<file path="config.mk">
export PLATFORM = sky130hd
export DESIGN_NAME = tpg_sequencer
export DESIGN_NICKNAME = d
export VERILOG_FILES = /design/src/rtl/tpg_pkg.sv /design/src/rtl/tpg_lfsr8.sv /design/src/rtl/tpg_sequencer.sv
export SDC_FILE = /design/constraint.sdc
export NUM_CORES = 1
export LEC_CHECK = 0
export ABC_AREA = 1
export CORE_MARGIN = 4
export CORE_UTILIZATION = 40
export DETAILED_ROUTE_END_ITERATION = 8
export SYNTH_ARGS = -nofsm -noshare
export SYNTH_HDL_FRONTEND = slang
export SYNTH_SLANG_ARGS = --single-unit
</file>
<file path="constraint.sdc">
create_clock -name clk -period 6 [get_ports clk]
set_clock_uncertainty 0.15 [all_clocks]
set_input_delay 0.9 -clock clk [delete_from_list [all_inputs] [get_ports clk]]
set_output_delay 0.9 -clock clk [all_outputs]
set_load 0.05 [all_outputs]
</file>
<file path="src/rtl/tpg_pkg.sv">
// rtl/tpg_pkg.sv - shared types, constants and LFSR step for the test-pattern sequencer
package tpg_pkg;

    localparam int LFSR_W = 8;
    localparam logic [LFSR_W-1:0] DEFAULT_SEED = 8'hFF;

    typedef enum logic [1:0] {
        IDLE = 2'd0,
        LOAD = 2'd1,
        RUN  = 2'd2,
        DONE = 2'd3
    } tpg_state_e;

    // One LFSR step: feedback of the two end taps shifted in at the top.
    function automatic logic [LFSR_W-1:0] lfsr_next(input logic [LFSR_W-1:0] p);
        return {p[7] ^ p[0], p[7:1]};
    endfunction

endpackage

</file>
<file path="src/rtl/tpg_lfsr8.sv">
// rtl/tpg_lfsr8.sv - 8-bit pattern register with seed load and single-step advance
module tpg_lfsr8
    import tpg_pkg::*;
#(
    parameter logic [LFSR_W-1:0] RESET_VAL = DEFAULT_SEED
) (
    input  logic              clk,
    input  logic              set,
    input  logic              load,
    input  logic [LFSR_W-1:0] load_val,
    input  logic              adv,
    output logic [LFSR_W-1:0] q
);

    logic [LFSR_W-1:0] lfsr_q;
    logic [LFSR_W-1:0] lfsr_d;

    // Load wins over advance; otherwise hold.
    always_comb begin
        lfsr_d = lfsr_q;
        if (load) begin
            lfsr_d = load_val;
        end else if (adv) begin
            lfsr_d = lfsr_next(lfsr_q);
        end
    end

    // Pattern register with synchronous reset to the default seed.
    always_ff @(posedge clk) begin
        if (set) begin
            lfsr_q <= RESET_VAL;
        end else begin
            lfsr_q <= lfsr_d;
        end
    end

    assign q = lfsr_q;

endmodule

</file>
<file path="src/rtl/tpg_sequencer.sv">
// rtl/tpg_sequencer.sv - seeds the pattern LFSR and issues a counted run over valid/ready
module tpg_sequencer
    import tpg_pkg::*;
#(
    parameter int                CNT_W        = 16,
    parameter logic [LFSR_W-1:0] DEFAULT_SEED = tpg_pkg::DEFAULT_SEED
) (
    input  logic              clk,
    input  logic              set,
    input  logic              start,
    input  logic [LFSR_W-1:0] seed,
    input  logic [CNT_W-1:0]  num_pat,
    input  logic              abort,
    output logic [LFSR_W-1:0] pat_data,
    output logic              pat_valid,
    input  logic              pat_ready,
    output logic [CNT_W-1:0]  pat_idx,
    output logic              busy,
    output logic              done
);

    tpg_state_e        state_q;
    logic [CNT_W-1:0]  idx_q;
    logic [CNT_W-1:0]  num_q;
    logic [LFSR_W-1:0] seed_q;
    logic              valid_q;
    logic              busy_q;
    logic              done_q;

    logic              lfsr_load;
    logic              lfsr_adv;
    logic              xfer;

    // A transfer aborted in the same cycle is discarded, so it never advances the LFSR.
    assign xfer      = (state_q == RUN) && valid_q && pat_ready && !abort;
    assign lfsr_load = (state_q == LOAD);
    assign lfsr_adv  = xfer;

    tpg_lfsr8 #(
        .RESET_VAL (DEFAULT_SEED)
    ) u_lfsr (
        .clk      (clk),
        .set      (set),
        .load     (lfsr_load),
        .load_val (seed_q),
        .adv      (lfsr_adv),
        .q        (pat_data)
    );

    // Run control: seed/count latch, pattern index and registered handshake/status flags.
    always_ff @(posedge clk) begin
        if (set) begin
            state_q <= IDLE;
            idx_q   <= '0;
            num_q   <= '0;
            seed_q  <= DEFAULT_SEED;
            valid_q <= 1'b0;
            busy_q  <= 1'b0;
            done_q  <= 1'b0;
        end else begin
            case (state_q)
                IDLE: begin
                    done_q <= 1'b0;
                    if (start) begin
                        num_q   <= num_pat;
                        // An all-zero seed would lock the LFSR at zero.
                        seed_q  <= (seed == '0) ? DEFAULT_SEED : seed;
                        busy_q  <= 1'b1;
                        state_q <= LOAD;
                    end
                end
                LOAD: begin
                    if (abort) begin
                        busy_q  <= 1'b0;
                        state_q <= IDLE;
                    end else begin
                        idx_q <= '0;
                        if (num_q == '0) begin
                            busy_q  <= 1'b0;
                            done_q  <= 1'b1;
                            state_q <= DONE;
                        end else begin
                            valid_q <= 1'b1;
                            state_q <= RUN;
                        end
                    end
                end
                RUN: begin
                    if (abort) begin
                        valid_q <= 1'b0;
                        busy_q  <= 1'b0;
                        state_q <= IDLE;
                    end else if (xfer) begin
                        idx_q <= idx_q + 1'b1;
                        if (idx_q == num_q - 1'b1) begin
                            valid_q <= 1'b0;
                            busy_q  <= 1'b0;
                            done_q  <= 1'b1;
                            state_q <= DONE;
                        end
                    end
                end
                DONE: begin
                    done_q  <= 1'b0;
                    state_q <= IDLE;
                end
                default: begin
                    valid_q <= 1'b0;
                    busy_q  <= 1'b0;
                    done_q  <= 1'b0;
                    state_q <= IDLE;
                end
            endcase
        end
    end

    assign pat_valid = valid_q;
    assign pat_idx   = idx_q;
    assign busy      = busy_q;
    assign done      = done_q;

endmodule

</file>
**Word-level counts from Yosys, hierarchy flattened**

Index checks and enable logic that the tools add are counted.

- Output and inout bits: 27
- Bits of input ports: 29
- Logic and storage cells: 72
- Flip-flop bits (word level): 53

- Add/sub/neg operators: 2
- Multiplexer cells: 30
- Bitwise logic cells: 1
- Equal/unequal tests: 14
- Reductions and logical operators: 17

Operator list:

| cell | count |
|---|---|
| two-way mux 16 bit | 3 |
| one-hot mux 16 bit (2 select lines) | 1 |
| two-way mux 8 bit | 3 |
| adder 16 x 1 -> 16 bit, second input constant | 1 |
| equality test 16 bit | 1 |
| logical NOT 16 bit | 1 |
| subtractor 16 x 1 -> 16 bit, second input constant | 1 |
| AND reduction 5 bit | 3 |
| two-way mux 1 bit | 14 |
| two-way mux 2 bit | 5 |
| != test 2 bit, second input constant | 5 |
| logical NOT 8 bit | 1 |
| one-hot mux 2 bit (4 select lines) | 1 |
| != test 3 x 2 -> 1 bit, second input constant | 2 |
| one-hot mux 1 bit (3 select lines) | 2 |
| equality test 2 bit, second input constant | 2 |
| != test 2 x 1 -> 1 bit, second input constant | 2 |
| AND reduction 4 bit | 1 |
| nonzero test 2 bit | 2 |
| logical AND 1 bit | 3 |
| != test 3 bit, second input constant | 1 |
| AND reduction 3 bit | 1 |
| nonzero test 3 bit | 1 |
| equality test 2 x 1 -> 1 bit, second input constant | 1 |
| 6 further kinds | 6 |

**Longest topological paths before layout**

Gate-level depths: netlist of run 1.

- Depth in word-level cells: 7
- Mapped depth: 17
- Depth with buffers taken out: 17

**Hierarchy**

Synthesis of run 1 repeated with hierarchy kept, for this count alone.

- Cells, all modules: 435
- Area, all modules: 2935.3 um^2

Modules (own cells, without submodules):

| module | area each (um^2) | cells an instance | seq. area each (um^2) | instances |
|---|---|---|---|---|
| tpg_sequencer | 2575.0 | 384 | 900.9 | 1 |
| tpg_lfsr8 | 360.3 | 51 | 160.2 | 1 |

**Worst setup path before layout of run 1**

No wires, ideal clock.

- Kind: in2reg
- Start: input pat_ready
- End: register idx_q[14], in the netlist pat_idx[14]
- Arrival: 2125 ps
- Path buffers: 0
- Setup time: 119 ps
- Stages: 13
- Required time: 5731 ps
- Path slack: 3606 ps
- Cells stage by stage: nand3_1 -> nor2_2 -> inv_2 -> nand2_4 -> inv_4 -> nor2_4 -> nand2_2 -> nor2_4 -> nand3_2 -> nor2_2 -> nand2_1 -> o21ai_1 -> a21oi_1

- Longest elaborated chain between the ends: 4

Ends and longest elaborated chain:

| item | RTL line | RTL |
|---|---|---|
| start: declaration | tpg_sequencer.sv:16 | `input logic pat_ready,` |
| logical AND 1 bit (2 in a row) | tpg_sequencer.sv:35 | `assign xfer = (state_q == RUN) && valid_q && pat_ready && !abort;` |
| != test 2 bit (no line) | n/a |  |
| AND reduction 4 bit (no line) | n/a |  |
| end signal: assignment | tpg_sequencer.sv:94 | `idx_q <= idx_q + 1'b1;` |
| end: declaration | tpg_sequencer.sv:23 | `logic [CNT_W-1:0] idx_q;` |

No other way between the ends.
A chain may end at the register's enable or synchronous reset.

==> impl_metrics.ini, run 1 <==
[status]
status = complete, no violations

[sta]
finalSetupViolations = 0
timing_worst_slew_pin_value_ns = 0.929
max_clock_freq_mhz = 331
final_min_period_over_clock_period = 0.503
timing.final.crit_period_ns = 3.02
setup_tns_ns = 0
rsz0062_at_grt = false
maxSlewHeadroom = 0.380
final-max-slew-violation-count = 0
hold_fails_final_rpt = 0

[die]
floorplan.initialDensity = 0.419
design.core.area_sq_um = 7370
ios = 56
width_of_the_die_um = 95.8
dieArea_sq_um = 9180
die_y_um = 95.8
std_cell_rows = 31

[place]
dpl.hpwl_um = 6170
placement.io_buffers = 55
gp_congestion = 0.875
placement.cell_area_sq_um = 3730
placedCellCount = 610

[power_and_ir_drop]
power.density_cell_area_nw_per_um2 = 417
power.leakage_nw = 1.69
ir_drop_uv = 252
power_mw = 1.60

[grt]
grt_pass1_vias = 2874
first_pass_grt_wire_length_um = 13300
top_usage_layer_grt = met2
globalRouteMet3Util = 0.0328
gr-usage-met1 = 0.244
grt_antenna_before_repair = 0
globalRouteMet2Util = 0.301
grt_usage = 0.184
globalRouteOverflowTotal = 0
grt_max_degree = 36

[logic_synthesis]
synth_edf_count = 0
synth.ff_latch_count = 53
synth.avg_cell_area_sq_um = 6.65
postSynth.topFlopCell = dfxtp_1
ys_seq_area_frac = 0.344
post_synthesis_cell_area_sq_um = 3080
synthesis_warnings = 0
synthDistinctLibCells = 37
postSynth.asyncResetShare = 0
post_synth_inst_count = 464
postSynthNetCount = 501

[clocking]
cts.reportedPaths.clkPinSlew_ns = 0.11
tritoncts.num_buffers = 5
post_cts_buffers = 0
clock_tree.htree_level_count = 2
clkLatencyLatePin_ns = 0.32
cts.repair.resized = 0
tritoncts_num_sinks = 53
cts_hold_repair.buffers = 0
clockBufferDepth = 2
clock_tree.root_cell = clkbuf_8
clock_tree_from_tritoncts = yes

[finish]
antenna-diode-count = 0
final_design_area_no_fill_sq_um = 3830
finish.cell_count_without_fillers = 618
drive_above_1_share = 0.0578
fill_cells = 764
seq_area_sq_um = 1060
areaGrowthSynthToFinish_pct = 24.1
multi_input_comb_area_sq_um = 1750
num-nets-final = 555

[route]
routed_wire_length_um = 7810
drt-initial-drc-count = 117
dr_total_vias = 3022
viasPerCell = 4.89
route.detailed.wl_per_inst_um = 12.6
drtPass1Iterations = 4
route.detailed.drc = 0
antenna_violating_nets_left = 0

[critical_path]
worstPathArrival_ns = 3.13
crit_path_max_fanout = 35
required_ns = 6.10
path_class = in2reg
startpoint_type_of_the_worst_setup_path = input port
end_kind = register

[hold_path]
holdCritPathClass = reg2reg

[flow_run]
drv_cap = 0
## flip-flops by register name, summed over array words and instances (netlist names)
signal	cells
pat_valid	1
done	1
u_lfsr.q	8
busy	1
num_q	16
state_q	2
pat_idx	16
seed_q	8
## where the power goes
| group | switching, mW | total, mW | internal [mW] | leakage, nW |
|---|---|---|---|---|
| combinational | 0.570 | 0.872 | 0.302 | 1.20 |
| sequential | 0.0668 | 0.498 | 0.431 | 0.435 |
| clock | 0.132 | 0.228 | 0.0962 | 0.0518 |
| total | 0.768 | 1.60 | 0.829 | 1.69 |
## worst paths after layout
kind                            cells past startpoint               startpoint  slack (ns)                        to
worst max-delay path                                6                      set        2.98  pat_idx[11]$_SDFFE_PP0P_
worst max register to register                      7  state_q[0]$_SDFFE_PP0P_        3.47    seed_q[0]$_SDFFE_PP1P_
worst min-delay path                                2   seed_q[3]$_SDFFE_PP1P_        0.34    seed_q[3]$_SDFFE_PP1P_
worst min register to register                      2   seed_q[3]$_SDFFE_PP1P_        0.34    seed_q[3]$_SDFFE_PP1P_
## placed cells by master, fill, tap and decap left out, types with 2 or more instances in the layout
cell type          n
nand2_1          111
nor2_1            71
inv_1             60
clkdlybuf4s50_1   55
dfxtp_1           53
o21ai_0           29
a21oi_1           24
nand3_1           18
o211ai_1          11
xor2_1             9
ha_1               8
xnor2_1            7
o22ai_1            7
nor3_1             6
nand3b_1           6
clkbuf_8           6
nor2_4             5
nand4_1            4
nand2_2            3
nor2_2             3
inv_2              2
nand2_4            2
nand3_2            2
o21ai_1            2
## stage by stage
step                       util  worst slack (ns)  hold WS [ns]
final                     0.519              2.98         0.342
after global routing      0.519              2.77         0.373
after CTS                 0.519              3.02         0.345
after detailed placement  0.506              2.68         0.311
after global placement    0.506              2.73         0.304
after floorplan               -              3.61         0.278
## synthesized netlist by cell type (7+ instances only)
master      n  area (sq um)
ha_1        8           100
xor2_1      9          78.8
a21oi_1    24           120
o22ai_1     7          43.8
nand3_1    18          90.1
dfxtp_1    53          1060
o21ai_0    29           145
nand2_1   111           417
inv_1      60           225
o211ai_1   11          82.6
xnor2_1     7          61.3
nor2_1     71           267
clkbuf_1    7          26.3
## cells by family after synthesis
kind of cell / Yosys count / synth area share
fa+ha+maj: 8 / 0.0325
xor+xnor: 16 / 0.0454
simple gates: 238 / 0.347
buf+inv: 71 / 0.0876
compound gates: 78 / 0.143
flops: 53 / 0.344
## layer usage
metal / vias to the layer above / share of wire / routed length [um]
met5: - / 0 / 0
met2: 57 / 0.46 / 3560
met1: 1354 / 0.48 / 3770
met3: 11 / 0.041 / 317
li1: 1600 / - / -
met4: 0 / 0.021 / 162
## worst max-delay path: stages
cell	delay, ns
clkdlybuf4s50_1	0.51
inv_1	0.73
nand2_1	0.42
inv_1	0.32
o21ai_0	0.13
a21oi_1	0.12
## layout make-up
cell class,instances,area share
clock inverter,2,0.00458
sequential,53,0.277
multi-input combinational,340,0.458
clock buffer,6,0.0216
inverter,63,0.0624
timing repair buffer,55,0.144
tap,99,0.0324
(Power assumes the default switching activity.)
==> run 2, diff against run 1 <==
Clock period 6 ns to 2.9 ns, I/O delays scaled along.
==> impl_metrics.ini, run 2 (same netlist as run 1, synthesis figures left out) <==
[status]
status = complete, no violations

[finish]
antenna-diode-count = 0
drive_above_1_share = 0.0632
layout.cells.most_common = nand2_1
most-common-layout-cells = 111 x nand2_1, 71 x nor2_1, 60 x inv_1
num-nets-final = 558
areaGrowthSynthToFinish_pct = 25.4
finish.cell_count_without_fillers = 621

[route]
route.detailed.drc = 0
detailroute.wirelength.met3_um = 484
dr_total_vias = 3077
antenna_violating_nets_left = 0
drtPass1Iterations = 5
met2_length_um = 3630
route.layer.met1.wl_um = 3620
route.detailed.wl_per_inst_um = 12.7
highest-signal-layer = met4
drt-initial-drc-count = 122
viasPerCell = 4.95
routed_wire_length_um = 7880

[grt]
globalRouteOverflowTotal = 0
grt_antenna_before_repair = 0
grt_pass1_vias = 2853
first_pass_grt_wire_length_um = 13100
grt_max_degree = 35
grt_usage = 0.179

[power_and_ir_drop]
power.density_cell_area_nw_per_um2 = 877
power.sequential.fraction = 0.305
power.leakage_nw = 1.71
ir_drop_uv = 464
power.clock.fraction = 0.158
power.switching_fraction = 0.471
comb_power_share = 0.537
internal_power_mw = 1.79
power_mw = 3.39
power_switching_mw = 1.60

[clocking]
clock_tree.root_cell = clkbuf_8
clkLatencyLatePin_ns = 0.32
tritoncts_num_sinks = 53
tritoncts.num_buffers = 5
cts.repair.resized = 0
cts.reportedPaths.clkPinSlew_ns = 0.11
cts_hold_repair.buffers = 0
post_cts_buffers = 0
clock_tree_from_tritoncts = yes
clockBufferDepth = 2
clock_tree.htree_level_count = 2

[place]
gp_congestion = 0.907
placedCellCount = 613
placement.io_buffers = 55
dpl.hpwl_um = 6260

[critical_path]
critPathMaxStageDelay_ns = 0.34
end_kind = register
startpoint_type_of_the_worst_setup_path = register
worst_path_cell_with_the_longest_stage_delay = dfxtp_1
reg2reg_slack_ns = 0.47
worst_path_most_repeated_cell = nor2_4
required_ns = 2.97
crit_path_cell_trace = inv_1 > ha_1 > inv_2 > nor2_4 > nand2_2 > nand2_4 > inv_4 > nor2_4 > nand2_2 > nor2_4 > nand3_2 > nor2_2 > nand2_1 > o21ai_1 > a21oi_1
path_class = reg2reg
worstPathArrival_ns = 2.50
crit_path_max_fanout = 14

[sta]
maxSlewHeadroom = 0.662
rsz0062_at_grt = false
finalSetupViolations = 0
setup_tns_ns = 0
timing_worst_slew_pin_value_ns = 0.505
timing.final.crit_period_ns = 2.43
final-max-slew-violation-count = 0
hold_fails_final_rpt = 0
final_min_period_over_clock_period = 0.839
max_clock_freq_mhz = 411

[die]
dieArea_sq_um = 9180
design.core.area_sq_um = 7370
width_of_the_die_um = 95.8
std_cell_rows = 31
ios = 56
floorplan.initialDensity = 0.419
die_y_um = 95.8

[flow_run]
drv_cap = 0

[hold_path]
holdCritPathClass = reg2reg
run 2: changes by cell type in the layout (fill, tap and decap cells not counted), sizes merged:
cell    previous run  this run
clkbuf             6         5
buf                0         3
bufinv             0         1
run 2: through the flow:
step	area [sq um]	hold WS, ns	setup slack [ns]	utilization
after floorplan	3080	0.278	0.691	-
after global placement	3750	0.292	0.385	0.509
after detailed placement	3750	0.298	0.319	0.509
after CTS	3870	0.324	0.457	0.525
after global routing	3870	0.353	0.264	0.525
final	3870	0.324	0.467	0.525
run 2: final timing paths:
check	start	to	cells past startpoint
setup / recovery	state_q[1]$_SDFFE_PP0P_	pat_idx[14]$_SDFFE_PP0P_	15
hold / removal	seed_q[3]$_SDFFE_PP1P_	seed_q[3]$_SDFFE_PP1P_	2
setup reg to reg	state_q[1]$_SDFFE_PP0P_	pat_idx[14]$_SDFFE_PP0P_	15
hold reg to reg	seed_q[3]$_SDFFE_PP1P_	seed_q[3]$_SDFFE_PP1P_	2
run 2: area by class of cell:
type | instances | area [sq um]
fillers | 764 | 3500
multi-input cells | 340 | 1750
flip-flops and latches | 53 | 1060
repair buffers | 58 | 573
inverters | 63 | 239
well taps | 99 | 124
clock buffers | 5 | 68.8
clock inverters | 3 | 50.0
run 2: worst max-delay path, delay by kind of cell, from the launching register on:
family                     cells  cell delay (ns)
AOI/OAI and AO/OA              2             0.17
adders and majority gates      1             0.33
buffers and inverters          3             0.35
DFF                            1             0.34
and+or+nand+nor                9             1.00
run 2: power groups by stage:
stage | sequential, mW | combinational, mW | clock [mW]
6_report | 1.03 | 1.82 | 0.536
5_1_grt | 1.06 | 2.07 | 0.584
4_1_cts | 1.03 | 1.83 | 0.555
3_5_place_dp | 1.05 | 1.82 | 0
3_3_place_gp | 1.05 | 1.81 | 0
2_1_floorplan | 1.24 | 1.16 | 0
run 2: metal layers:
metal,track usage,up-vias
met3,0.0328,10
met4,0.0604,0
li1,-,1610
met1,0.238,1380
met2,0.293,77
met5,0,-
==> edit, RTL diff (settings of run 2) <==
Re-encode `tpg_state_e` (4 states) as Gray code, 2 bits wide.
--- a/src/rtl/tpg_pkg.sv
+++ b/src/rtl/tpg_pkg.sv
@@ -6,8 +6,8 @@
 
     typedef enum logic [1:0] {
-        IDLE = 2'd0,
-        LOAD = 2'd1,
-        RUN  = 2'd2,
-        DONE = 2'd3
+        IDLE = 2'b00,
+        LOAD = 2'b01,
+        RUN  = 2'b11,
+        DONE = 2'b10
     } tpg_state_e;
 
Behaviour: same outputs for any inputs over 10 cycles, from zero or initial values; not proved beyond that.
==> edit against run 2 <==
  * First-iteration DRC count rose by 20%
  * Critical path depth fell by 14
  * Sequential cell count did not move
  * Cell area fell by 4.6%
  * Highest routed layer unchanged
  * Die area fell by 4.1%
  * Worst setup slack improved by 0.13 ns
  * Sequential share of layout area rose by 1.3 points
  * Synthesized area fell by 4.5%
  * Largest cell class unchanged
  * Critical path type is now reg -> out
  * Count of clock-buffer cells in the layout rose by 2
  * Wire length rose by 2.4%
Power is not compared: it rests on default switching activity, and its combinational part moved more than twofold at a synthesized area within 25%.
==> edit: results (changes against run 2) <==
- Origin of the critical flop-to-flop path: num_q[1] (was state_q[1])
- Final Hold Slack: 0.346 ns (was 0.324 ns)
- Via total after detailed routing: 3029 (was 3077)
- Rel. slew slack: 0.654 (was 0.662)
- Aggregate global-route resource usage: 0.191 (was 0.179)
- Worst hold path startpoint: done (was seed_q[3])
- Setup slack at placement: 0.537 ns (was 0.319 ns)
- Commonest cells post-synth: sky130_fd_sc_hd__nand2_1 (115), sky130_fd_sc_hd__nor2_1 (77), sky130_fd_sc_hd__inv_1 (54) (was sky130_fd_sc_hd__nand2_1 (111), sky130_fd_sc_hd__nor2_1 (71), sky130_fd_sc_hd__inv_1 (60))
- Drt via density: 4.97 (was 4.95)
- Depth of the most critical reg-to-reg path: 16 (was 15)
- Wire length of the first global-routing pass: 13500 um (was 13100 um)
- Number of fill cells in the layout: 747 (was 764)
- Worst Hold Endpoint: done (was seed_q[3])
- Endpoint of the most critical setup path: pat_idx[11] (was pat_idx[14])
- Area share of the largest cell type after synthesis: 0.360 (was 0.344)
- Cell count after synthesis: 455 (was 464)
- Layout Nets: 543 (was 558)
- Mapped Nets: 487 (was 501)
- Gate family responsible for the most delay along the worst path: buffers and inverters (was simple AND/OR/NAND/NOR gates)
- Result of the run: finished, final reports clean (unchanged)
- Iteration-0 DRC Markers: 146 (was 122)
- Sequential element share of the synthesized area: 0.360 (was 0.344)
- Critical Path Fanout Max: 9 (was 14)
- Global-route met3 utilization: 0.0304 (was 0.0328)
- Vias in the first global route: 2901 (was 2853)
- Clock network latency to the later pin of the worst-skew pair: 0.30 ns (was 0.32 ns)
- Leading post-synthesis cells by cell area: sky130_fd_sc_hd__dfxtp_1 (36%), sky130_fd_sc_hd__nand2_1 (15%), sky130_fd_sc_hd__nor2_1 (9.8%), sky130_fd_sc_hd__inv_1 (6.9%), sky130_fd_sc_hd__nand3_1 (4.6%) (was sky130_fd_sc_hd__dfxtp_1 (34%), sky130_fd_sc_hd__nand2_1 (14%), sky130_fd_sc_hd__nor2_1 (8.6%), sky130_fd_sc_hd__inv_1 (7.3%), sky130_fd_sc_hd__o21ai_0 (4.7%))
- Sum of met2 wire segment lengths after detailed routing: 3940 um (was 3630 um)
[edit: cell count changes after synthesis, moves of 6 or more]
| cell | before | now |
|---|---|---|
| sky130_fd_sc_hd__inv_1 | 60 | 54 |
| sky130_fd_sc_hd__nand3_1 | 18 | 27 |
| sky130_fd_sc_hd__nor2_1 | 71 | 77 |
| sky130_fd_sc_hd__o211ai_1 | 11 | 0 |
| sky130_fd_sc_hd__o311ai_0 | 0 | 6 |
[edit: logic make-up after synthesis]
logic type	count (synthesis)	share of synthesized area
buf+inv	67	0.0862
simple gates	251	0.367
fa+ha+maj	3	0.0127
compound gates	66	0.130
xor+xnor	15	0.0446
flops	53	0.360
[edit: final cells by class]
cell class              count  area, um^2  share of cell area
clock buffers               7        86.3              0.0234
inverters                  58         218              0.0590
multi-input cells         335        1630               0.442
flip-flops and latches     53        1060               0.287
well taps                  99         124              0.0335
repair buffers             58         573               0.155
